**config.mk**
```make
export PLATFORM = sky130hd
export DESIGN_NAME = pipe_hazard_ctrl_flat
export DESIGN_NICKNAME = d
export VERILOG_FILES = /design/src/rtl/pipe_hazard_ctrl_pkg.sv /design/src/rtl/pipe_hazard_ctrl_if.sv /design/src/rtl/pipe_hazard_ctrl_hazard_detect.sv /design/src/rtl/pipe_hazard_ctrl.sv /design/src/flat_wrapper.sv
export SDC_FILE = /design/constraint.sdc
export NUM_CORES = 1
export LEC_CHECK = 0
export CORE_MARGIN = 2
export CORE_UTILIZATION = 40
export CTS_CLUSTER_SIZE = 16
export DETAILED_ROUTE_END_ITERATION = 8
export GPL_TIMING_DRIVEN = 0
export PLACE_DENSITY = 0.68
export SLEW_MARGIN = 40
export SYNTH_ARGS = -nofsm -noshare
export SYNTH_HDL_FRONTEND = slang
export SYNTH_SLANG_ARGS = --single-unit
```
**constraint.sdc**
```tcl
create_clock -name clk -period 2.4 [get_ports clk]
set_input_delay 0.24 -clock clk [delete_from_list [all_inputs] [get_ports clk]]
set_output_delay 0.24 -clock clk [all_outputs]
set_load 0.005 [all_outputs]
```
**src/rtl/pipe_hazard_ctrl_pkg.sv**
```systemverilog
// pipe_hazard_ctrl_pkg: shared types for the pipeline hazard controller
package pipe_hazard_ctrl_pkg;
  typedef enum logic [1:0] {RUN, MDU_WAIT, MEM_WAIT} ctrl_state_e;
  typedef logic [4:0] reg_idx;
endpackage

```
**src/rtl/pipe_hazard_ctrl_if.sv**
```systemverilog
// pipe_hazard_ctrl_if: hazard inputs from the pipeline and stall/flush controls back to it
interface pipe_hazard_ctrl_if import pipe_hazard_ctrl_pkg::*; #(parameter int CNT_W = 32);
  reg_idx rs1_idx_D;
  reg_idx rs2_idx_D;
  logic use_rs1_D;
  logic use_rs2_D;
  reg_idx rd_idx_E;
  logic wb_en_E;
  logic is_load_E;
  logic jb;
  logic mdu_op_E;
  logic mdu_done;
  logic dmem_req_M;
  logic dmem_ready;
  logic stall_F;
  logic stall_D;
  logic stall_E;
  logic stall_M;
  logic flush_D;
  logic bubble_E;
  logic bubble_M;
  logic bubble_W;
  logic mdu_go;
  logic timeout_err;
  logic [CNT_W-1:0] stall_cnt;
  modport slave (
    input rs1_idx_D, rs2_idx_D, use_rs1_D, use_rs2_D, rd_idx_E, wb_en_E, is_load_E,
    input jb, mdu_op_E, mdu_done, dmem_req_M, dmem_ready,
    output stall_F, stall_D, stall_E, stall_M, flush_D, bubble_E, bubble_M, bubble_W,
    output mdu_go, timeout_err, stall_cnt
  );
  modport master (
    output rs1_idx_D, rs2_idx_D, use_rs1_D, use_rs2_D, rd_idx_E, wb_en_E, is_load_E,
    output jb, mdu_op_E, mdu_done, dmem_req_M, dmem_ready,
    input stall_F, stall_D, stall_E, stall_M, flush_D, bubble_E, bubble_M, bubble_W,
    input mdu_go, timeout_err, stall_cnt
  );
endinterface

```
**src/rtl/pipe_hazard_ctrl_hazard_detect.sv**
```systemverilog
// pipe_hazard_ctrl_hazard_detect: load-use comparator between the load in E and the reader in D
module pipe_hazard_ctrl_hazard_detect import pipe_hazard_ctrl_pkg::*; (
  input  reg_idx i_rs1_idx,
  input  reg_idx i_rs2_idx,
  input  logic   i_use_rs1,
  input  logic   i_use_rs2,
  input  reg_idx i_rd_idx,
  input  logic   i_wb_en,
  input  logic   i_is_load,
  output logic   o_luh
);
  assign o_luh = i_is_load && i_wb_en && i_rd_idx != '0 &&
                 ((i_use_rs1 && i_rs1_idx == i_rd_idx) || (i_use_rs2 && i_rs2_idx == i_rd_idx));
endmodule

```
**src/rtl/pipe_hazard_ctrl.sv**
```systemverilog
// pipe_hazard_ctrl: stall/flush scheduler with wait-state FSM, watchdog and stall counter
module pipe_hazard_ctrl import pipe_hazard_ctrl_pkg::*; #(
  parameter int TIMEOUT = 256,
  parameter int CNT_W   = 32
) (
  input logic clk,
  input logic rst,
  pipe_hazard_ctrl_if.slave bus
);
  localparam int WD_W = $clog2(TIMEOUT + 1);
  ctrl_state_e r_state, w_nxt;
  logic [WD_W-1:0] r_wd;
  logic [CNT_W-1:0] r_stall_cnt;
  logic w_luh, w_mem_stall, w_wd_exp;
  logic w_stall_F, w_stall_D, w_stall_E, w_stall_M;
  logic w_flush_D, w_bubble_E, w_bubble_M, w_bubble_W, w_mdu_go, w_timeout;
  pipe_hazard_ctrl_hazard_detect u_hd (
    .i_rs1_idx (bus.rs1_idx_D),
    .i_rs2_idx (bus.rs2_idx_D),
    .i_use_rs1 (bus.use_rs1_D),
    .i_use_rs2 (bus.use_rs2_D),
    .i_rd_idx  (bus.rd_idx_E),
    .i_wb_en   (bus.wb_en_E),
    .i_is_load (bus.is_load_E),
    .o_luh     (w_luh)
  );
  assign w_mem_stall = bus.dmem_req_M && !bus.dmem_ready;
  assign w_wd_exp    = r_wd == WD_W'(TIMEOUT - 1);
  // next state and pipeline controls; in RUN the first matching hazard wins
  always_comb begin
    w_nxt      = r_state;
    w_stall_F  = 1'b0;
    w_stall_D  = 1'b0;
    w_stall_E  = 1'b0;
    w_stall_M  = 1'b0;
    w_flush_D  = 1'b0;
    w_bubble_E = 1'b0;
    w_bubble_M = 1'b0;
    w_bubble_W = 1'b0;
    w_mdu_go   = 1'b0;
    w_timeout  = 1'b0;
    case (r_state)
      RUN:
        if (w_mem_stall) begin
          {w_stall_F, w_stall_D, w_stall_E, w_stall_M, w_bubble_W} = '1;
          w_nxt = MEM_WAIT;
        end else if (bus.mdu_op_E) begin
          {w_mdu_go, w_stall_F, w_stall_D, w_stall_E, w_bubble_M} = '1;
          w_nxt = MDU_WAIT;
        end else if (bus.jb) begin
          {w_flush_D, w_bubble_E} = '1;
        end else if (w_luh) begin
          {w_stall_F, w_stall_D, w_bubble_E} = '1;
        end
      MDU_WAIT:
        if (bus.mdu_done) w_nxt = RUN;
        else begin
          {w_stall_F, w_stall_D, w_stall_E, w_bubble_M} = '1;
          w_timeout = w_wd_exp;
          w_nxt = w_wd_exp ? RUN : MDU_WAIT;
        end
      MEM_WAIT:
        if (bus.dmem_ready) w_nxt = RUN;
        else begin
          {w_stall_F, w_stall_D, w_stall_E, w_stall_M, w_bubble_W} = '1;
          w_timeout = w_wd_exp;
          w_nxt = w_wd_exp ? RUN : MEM_WAIT;
        end
      default: w_nxt = RUN;
    endcase
  end
  assign {bus.stall_F, bus.stall_D, bus.stall_E, bus.stall_M, bus.flush_D,
          bus.bubble_E, bus.bubble_M, bus.bubble_W, bus.mdu_go, bus.timeout_err} =
         {10{rst}} & {w_stall_F, w_stall_D, w_stall_E, w_stall_M, w_flush_D,
                      w_bubble_E, w_bubble_M, w_bubble_W, w_mdu_go, w_timeout};
  assign bus.stall_cnt = r_stall_cnt;
  // state, watchdog (runs only across wait cycles) and saturating stall counter
  always_ff @(posedge clk) begin
    if (!rst) begin
      r_state     <= RUN;
      r_wd        <= '0;
      r_stall_cnt <= '0;
    end else begin
      r_state     <= w_nxt;
      r_wd        <= (r_state == RUN || w_nxt == RUN) ? '0 : r_wd + 1'b1;
      r_stall_cnt <= (w_stall_F && !(&r_stall_cnt)) ? r_stall_cnt + 1'b1 : r_stall_cnt;
    end
  end
endmodule

```
**src/flat_wrapper.sv**
```systemverilog
// flat-port wrapper written by rule: the top's interface ports become plain ports
module pipe_hazard_ctrl_flat import pipe_hazard_ctrl_pkg::*;
#(
  parameter int TIMEOUT = 256,
  parameter int CNT_W   = 32
)
  (clk, rst, bus_rs1_idx_D, bus_rs2_idx_D, bus_use_rs1_D, bus_use_rs2_D, bus_rd_idx_E, bus_wb_en_E, bus_is_load_E, bus_jb, bus_mdu_op_E, bus_mdu_done, bus_dmem_req_M, bus_dmem_ready, bus_stall_F, bus_stall_D, bus_stall_E, bus_stall_M, bus_flush_D, bus_bubble_E, bus_bubble_M, bus_bubble_W, bus_mdu_go, bus_timeout_err, bus_stall_cnt);
  pipe_hazard_ctrl_if #(.CNT_W(CNT_W)) bus_i ();
  input logic clk;
  input logic rst;
  input wire logic [$bits(bus_i.rs1_idx_D)-1:0] bus_rs1_idx_D;
  input wire logic [$bits(bus_i.rs2_idx_D)-1:0] bus_rs2_idx_D;
  input wire logic [$bits(bus_i.use_rs1_D)-1:0] bus_use_rs1_D;
  input wire logic [$bits(bus_i.use_rs2_D)-1:0] bus_use_rs2_D;
  input wire logic [$bits(bus_i.rd_idx_E)-1:0] bus_rd_idx_E;
  input wire logic [$bits(bus_i.wb_en_E)-1:0] bus_wb_en_E;
  input wire logic [$bits(bus_i.is_load_E)-1:0] bus_is_load_E;
  input wire logic [$bits(bus_i.jb)-1:0] bus_jb;
  input wire logic [$bits(bus_i.mdu_op_E)-1:0] bus_mdu_op_E;
  input wire logic [$bits(bus_i.mdu_done)-1:0] bus_mdu_done;
  input wire logic [$bits(bus_i.dmem_req_M)-1:0] bus_dmem_req_M;
  input wire logic [$bits(bus_i.dmem_ready)-1:0] bus_dmem_ready;
  output wire logic [$bits(bus_i.stall_F)-1:0] bus_stall_F;
  output wire logic [$bits(bus_i.stall_D)-1:0] bus_stall_D;
  output wire logic [$bits(bus_i.stall_E)-1:0] bus_stall_E;
  output wire logic [$bits(bus_i.stall_M)-1:0] bus_stall_M;
  output wire logic [$bits(bus_i.flush_D)-1:0] bus_flush_D;
  output wire logic [$bits(bus_i.bubble_E)-1:0] bus_bubble_E;
  output wire logic [$bits(bus_i.bubble_M)-1:0] bus_bubble_M;
  output wire logic [$bits(bus_i.bubble_W)-1:0] bus_bubble_W;
  output wire logic [$bits(bus_i.mdu_go)-1:0] bus_mdu_go;
  output wire logic [$bits(bus_i.timeout_err)-1:0] bus_timeout_err;
  output wire logic [$bits(bus_i.stall_cnt)-1:0] bus_stall_cnt;
  assign bus_i.rs1_idx_D = bus_rs1_idx_D;
  assign bus_i.rs2_idx_D = bus_rs2_idx_D;
  assign bus_i.use_rs1_D = bus_use_rs1_D;
  assign bus_i.use_rs2_D = bus_use_rs2_D;
  assign bus_i.rd_idx_E = bus_rd_idx_E;
  assign bus_i.wb_en_E = bus_wb_en_E;
  assign bus_i.is_load_E = bus_is_load_E;
  assign bus_i.jb = bus_jb;
  assign bus_i.mdu_op_E = bus_mdu_op_E;
  assign bus_i.mdu_done = bus_mdu_done;
  assign bus_i.dmem_req_M = bus_dmem_req_M;
  assign bus_i.dmem_ready = bus_dmem_ready;
  assign bus_stall_F = bus_i.stall_F;
  assign bus_stall_D = bus_i.stall_D;
  assign bus_stall_E = bus_i.stall_E;
  assign bus_stall_M = bus_i.stall_M;
  assign bus_flush_D = bus_i.flush_D;
  assign bus_bubble_E = bus_i.bubble_E;
  assign bus_bubble_M = bus_i.bubble_M;
  assign bus_bubble_W = bus_i.bubble_W;
  assign bus_mdu_go = bus_i.mdu_go;
  assign bus_timeout_err = bus_i.timeout_err;
  assign bus_stall_cnt = bus_i.stall_cnt;
  pipe_hazard_ctrl #(.TIMEOUT(TIMEOUT), .CNT_W(CNT_W)) u_core (.clk(clk), .rst(rst), .bus(bus_i));
endmodule
```
==> metrics, run 1 <==
Setup Skew=8.27 ps; CTS tree=yes; Top Ports=68; share of layout cells above drive strength 1=11.2%; PwrDens=493 mW/mm2; reg2reg end=u_core.bus.stall_cnt[8]$_SDFFE_PN0P_; Worst path slowest cell=clkdlybuf4s50_1; worst slew pin tran=623 ps; Synth area leaders=dfxtp_1 (34%), a21oi_1 (5.8%), o31ai_1 (5.7%), or4_1 (5.7%), xnor2_1 (4.5%); wire per inst=15.2 um; f_max=0.432 GHz; grt peak-use layer=met2; core area=0.00599 mm2; largest family of logic cells by synthesized area=simple AND/OR/NAND/NOR gates; crit end category=output port; status=finished clean; XOR/XNOR Fraction of Synth Area=5.56%; top cell type's share of synthesized area=34.1%; Hold Crit Depth=1; hold buffers post-CTS=0; number of synthesized flops with an enable pin=0; drt first pass iters=4; WP buf/inv=5; Ys Warns=0; CP top delay family=buffers and inverters; critical path arrival=2070 ps; Clock Pin Slew Worst Setup and Hold Paths=80 ps; Post-Synth Simple-Gate Area=31.5%; worst skew pair latency=290 ps; synthesized instance count=304; fraction of registers with async set/reset=0%; root buf cell=clkbuf_8; Post-Syn Area=0.00252 mm2; 1st-iter DRT viols=167; hold endpoint=u_core.r_wd[0]$_SDFF_PP0_; Req. time, crit path=2160 ps; multi-input logic area=0.00156 mm2; num rows=28; cell count of the worst reg-to-reg path=6; Longest Clk Path Bufs=2; Overall Global Routing Usage=19.6%; cell taking the most area after synthesis=dfxtp_1; Layout Cells excl Fill=460; VDD IR max=0.369 mV; placed wire-length estimate=5090 um; DIE AREA=0.00695 mm2; Netlist cell types=46; Placed Cells=446; total nets after synthesis=337; crit path cell chain=clkdlybuf4s50_1, inv_1, clkbuf_1, nor3_1, buf_4, clkdlybuf4s50_1; Syn-to-layout area delta=39.9%; Slew Limit Headroom=58.4%; vias in the first global route=2409; diode count=0; endpoints failing setup=0; Synth Area in Adders=3.47%; sequential-to-total area share from yosys stat=34.1%; crit-path max FO=10; final hold violation count=0; Reg area=862 um2; Final nets=417; fin crit share=96.4%; CTS HTree Levels=2; flop-to-flop setup slack=200 ps; post-route ant nets=0; Final GP Congestion=0.823; fill count=531; largest net degree at the start of global routing=14; top_reg_cell synth=dfxtp_1; CP startpoint kind=primary input; first-pass GRT wire length=11400 um; DR vias/cell=5.64; PortBufs=67; Synth Area in Compound Gates=18.9%; most frequent cell on the critical path=clkdlybuf4s50_1; met3 Usage GRT=4.08%; Crit. Startpoint=rst; max incr delay on CP=530 ps; path category of the worst min-delay check=flip-flop to flip-flop; Max Cap Viol=0; GRT Residual Overflow=0; worst r2r src=u_core.bus.stall_cnt[0]$_SDFFE_PN0P_; met1 Use GR=26.0%; die outline width=83.4 um; Worst Hold Launch=u_core.r_wd[0]$_SDFF_PP0_; mux contribution to synthesized area=0.397%; unrepaired setup endpoints after global routing=yes; final wirelength=6970 um; P_leak=1.23 nW; #FFs+latches synth=43; DRC viols=0; Die H=83.4 um; CTS buffer count=5; CP Class=primary input to output port; Syn Area/Cell=8.29 um2; crit path time final=2310 ps; initial antenna violation count=0; Clock Sinks=43; Vias=2595; initial cell density of the core=42.1%; Final Power=1.74 mW; fin. max-slew vios=0; grt met2 use=32.3%
[timing repair]
| item | CTS | global route |
|---|---|---|
| setup endpoints to repair | 14 | 23 |
| buffers inserted | 2 | 4 |
| pin swaps | 2 | 4 |
| gates resized for setup | 13 | 13 |
[layout by cell type, fill, tap and decap left out, types with 2 or more instances in the layout]
master,n
buf_4,9
dlymetal6s2s_1,3
nand2_1,15
nand4_1,15
clkbuf_2,4
xor2_1,3
nor3_1,3
or3_1,7
clkdlybuf4s50_1,59
xnor2_1,13
ha_1,5
bufinv_16,2
o31ai_1,19
nor4_1,3
nor2_1,19
nand2b_1,7
and3_1,11
or4_1,18
nand3_1,21
dlygate4sd2_1,5
clkbuf_8,5
a21oi_1,29
o21ai_0,9
and4_1,4
o21bai_1,2
clkbuf_1,5
buf_6,5
o211ai_1,3
dfxtp_1,42
inv_1,9
[how the worst max path moves through the flow]
stage                     slack, ps  cells past startpoint                                    end
after detailed placement       -300                      9                            bus_stall_F
after global routing             -6                      6                            bus_stall_M
after CTS                       -20                      9                            bus_stall_F
final                            90                      6                            bus_stall_M
after global placement         -320                      9                            bus_stall_F
after floorplan                 380                      9  u_core.bus.stall_cnt[28]$_SDFFE_PN0P_
[kinds of logic after synthesis]
logic type                 Yosys count
buffers and inverters               27
AOI/OAI and AO/OA                   74
xor gates and xnor gates            16
adders and majority gates            7
and+or+nand+nor                    136
DFF                                 43
muxes                                1
[metrics by stage]
| step | hold slack [ps] | utilization, % | setup TNS (ps) | setup WS [ps] | cell area [um2] |
|---|---|---|---|---|---|
| 6_report | 464 | 58.9 | 0 | 85.7 | 3530 |
| 5_1_grt | 494 | 58.9 | -5.78 | -5.78 | 3530 |
| 4_1_cts | 470 | 57.7 | -19.8 | -19.8 | 3460 |
| 3_5_place_dp | 452 | 54.8 | -4510 | -300 | 3290 |
| 3_3_place_gp | 435 | 54.8 | -4210 | -322 | 3290 |
| 2_1_floorplan | 389 | - | 0 | 384 | 2520 |
[routing by layer]
metal  up-vias  wire length [um]
li1       1302                 -
met1      1229              3220
met2        58              3370
met3         6               326
met4         0                63
met5         -                 0
[Yosys cell counts, types with 2 or more instances]
library cell	number
o211ai_1	3
or4_1	19
nor3_1	4
ha_1	7
dfxtp_1	43
nor4_1	3
o21ai_0	9
inv_1	9
clkbuf_1	7
nand3_1	22
and3_1	11
o21bai_1	2
buf_2	2
buf_4	3
nand2b_1	7
xnor2_1	13
a21oi_1	29
nor2b_1	2
nand2_1	15
buf_6	5
o31ai_1	19
o22ai_1	2
or3_1	7
nand4_1	15
and4_1	4
nor2_1	20
xor2_1	3
[final cells by class]
cell class	instances	area share, %
buffer	18	3.58
clock buffer	6	2.06
clock inverter	2	1.70
inverter	9	0.958
multi-input combinational	234	44.3
sequential	43	24.4
tap	75	2.66
timing repair buffer	73	20.3
[registers in the layout (all words and copies together) (netlist names)]
register              count
u_core.r_wd               9
u_core.r_state            2
u_core.bus.stall_cnt     32
[where the power goes]
group / total (mW) / leakage, nW / internal [mW] / switching (mW)
clock: 0.666 / 0.0654 / 0.416 / 0.250
combinational: 0.333 / 0.814 / 0.168 / 0.165
sequential: 0.739 / 0.348 / 0.724 / 0.0149
[worst register-to-register path, stage by stage, from the launching register on]
cell      delay [ps]
dfxtp_1          440
ha_1             260
and3_1           170
clkbuf_1         350
nand2_1          300
or4_1            470
a21oi_1          150
Power figures use the tool's default switching activity.
==> run 2, diff against run 1 <==
Settings changed: CORE_MARGIN 2 to unset, PLACE_DENSITY 0.68 to 0.73.
==> metrics, run 2 (synthesis gave the netlist of run 1 again) <==
f_max=0.434 GHz (+0.47%); Worst path slowest cell=clkdlybuf4s50_1; status=finished clean; CP top delay family=buffers and inverters; DIE AREA=0.00662 mm2 (-4.7%); Req. time, crit path=2160 ps (about the same); fin crit share=96.0% (-0.45 points); core area=0.00599 mm2 (unchanged); Clock Sinks=43 (unchanged); unrepaired setup endpoints after global routing=no; VDD IR max=0.318 mV (-14%); initial cell density of the core=42.1% (unchanged); Area after DPL=0.00329 mm2 (unchanged); hold_ws=452 ps (-12.0 ps); Placed Cells=446 (unchanged); WP buf/inv=5 (unchanged); CP startpoint kind=primary input; Slew Limit Headroom=56.5% (-1.9 points); Final Util=57.9% (-0.92 points); diode count=0 (unchanged); Layout Cells excl Fill=457 (-0.65%); most frequent cells in the layout=clkdlybuf4s50_1 (59), dfxtp_1 (40), a21oi_1 (29); Vias=2618 (+0.89%); GRT Residual Overflow=0 (unchanged); crit path time final=2300 ps (-10.8 ps); drt first pass iters=4 (unchanged); PwrDens=473 mW/mm2 (-4.1%); 1st-iter DRT viols=195 (+17%); Setup Skew=14.7 ps (+6.47 ps); post-route ant nets=0 (unchanged); Final Power=1.64 mW (-5.6%); vias in the first global route=2428 (+0.79%); Final GP Congestion=0.792 (-3.8%); Die H=81.4 um (-2.4%); Fin Setup TNS=0 ps (unchanged); max reg flops=32 (unchanged); fin area=0.00347 mm2 (-1.6%); worst skew pair latency=310 ps (+20 ps); die outline width=81.4 um (-2.4%); CTS HTree Levels=2 (unchanged); Final WS setup=96.5 ps (+10.8 ps); final wirelength=6890 um (-1.2%); Overall Global Routing Usage=21.7% (+2.1 points); CTS buffer count=5 (unchanged); num rows=28 (unchanged); Top Ports=68 (unchanged); first-pass GRT wire length=11200 um (-2.0%); Syn-to-layout area delta=37.7%; worst slack at placement=-262 ps (+38.1 ps); final hold violation count=0 (unchanged); Longest Clk Path Bufs=2 (unchanged); commonest non-fill, non-tap cell in the layout=clkdlybuf4s50_1; endpoints failing setup=0 (unchanged); placed wire-length estimate=5050 um (-0.79%); crit-path max FO=10 (unchanged); wire per inst=15.1 um (-0.56%); initial antenna violation count=0 (unchanged); hold buffers post-CTS=0 (unchanged); CP Class=primary input to output port; crit path cell chain=clkdlybuf4s50_1, inv_1, clkbuf_1, nor3_1, buf_4, clkdlybuf4s50_1; worst slew pin tran=651 ps (+28.2 ps); largest net degree at the start of global routing=15 (+1); Clock Pin Slew Worst Setup and Hold Paths=80 ps (about the same); critical path arrival=2060 ps (about the same); CTS tree=yes; share of layout cells above drive strength 1=11.0% (-0.17 points); PortBufs=67 (unchanged); root buf cell=clkbuf_8; DRC viols=0 (unchanged); max incr delay on CP=540 ps (about the same); path category of the worst min-delay check=flip-flop to flip-flop; P_leak=1.20 nW (-2.0%); most frequent cell on the critical path=clkdlybuf4s50_1; Final nets=414 (-0.72%); Max Cap Viol=0 (unchanged); crit end category=output port; fin. max-slew vios=0 (unchanged); DR vias/cell=5.73 (+1.5%)
## run 2: cell types whose count changed in the layout (fill, tap and decap cells not counted), moves of 2 or more
cell | previous run | this run
dfxtp_1 | 42 | 40
dfxtp_2 | 1 | 3
clkbuf_2 | 4 | 1
inv_2 | 0 | 2
inv_1 | 9 | 7
buf_4 | 9 | 7
## run 2: cell type report
cell class                      instances  area [um2]
Multi-Input combinational cell        234        1540
Clock buffer                            5        68.8
Timing Repair Buffer                   71         702
Sequential cell                        43         865
Fill cell                             546        2520
Buffer                                 17         120
Clock inverter                          3        43.8
Tap cell                               75        93.8
Inverter                                9        33.8
## run 2: repair_timing
action,4_1_cts,5_1_grt
setup buffers,3,1
endpoints found under the setup margin,7,22
gates resized for setup,11,13
pin swaps,2,5
## run 2: worst paths after layout
check / startpoint / endpoint / slack [ps] / cells after the start
worst min-delay path: u_core.r_wd[0]$_SDFF_PP0_ / u_core.r_wd[0]$_SDFF_PP0_ / 450 / 1
worst max register to register: u_core.bus.stall_cnt[23]$_SDFFE_PN0P_ / u_core.bus.stall_cnt[7]$_SDFFE_PN0P_ / 120 / 7
worst max-delay path: rst / bus_stall_M / 100 / 6
worst min register to register: u_core.r_wd[0]$_SDFF_PP0_ / u_core.r_wd[0]$_SDFF_PP0_ / 450 / 1
## run 2: layer usage
layer,share of wire [%],GRT usage (%)
met5,0,0
met4,0.68,6.25
met3,5.0,4.94
met2,49,37.3
met1,45,26.8
## run 2: power breakdown
| part | internal [mW] | total [mW] | switching (mW) |
|---|---|---|---|
| registers | 0.725 | 0.740 | 0.0149 |
| logic | 0.162 | 0.324 | 0.162 |
| clock network | 0.310 | 0.577 | 0.267 |
==> run 3, diff against run 2 <==
Settings changed: HOLD_SLACK_MARGIN set to 0.12.
==> results of run 3 <==
Same layout as run 2: the final DEF is identical, and so are final timing and power.
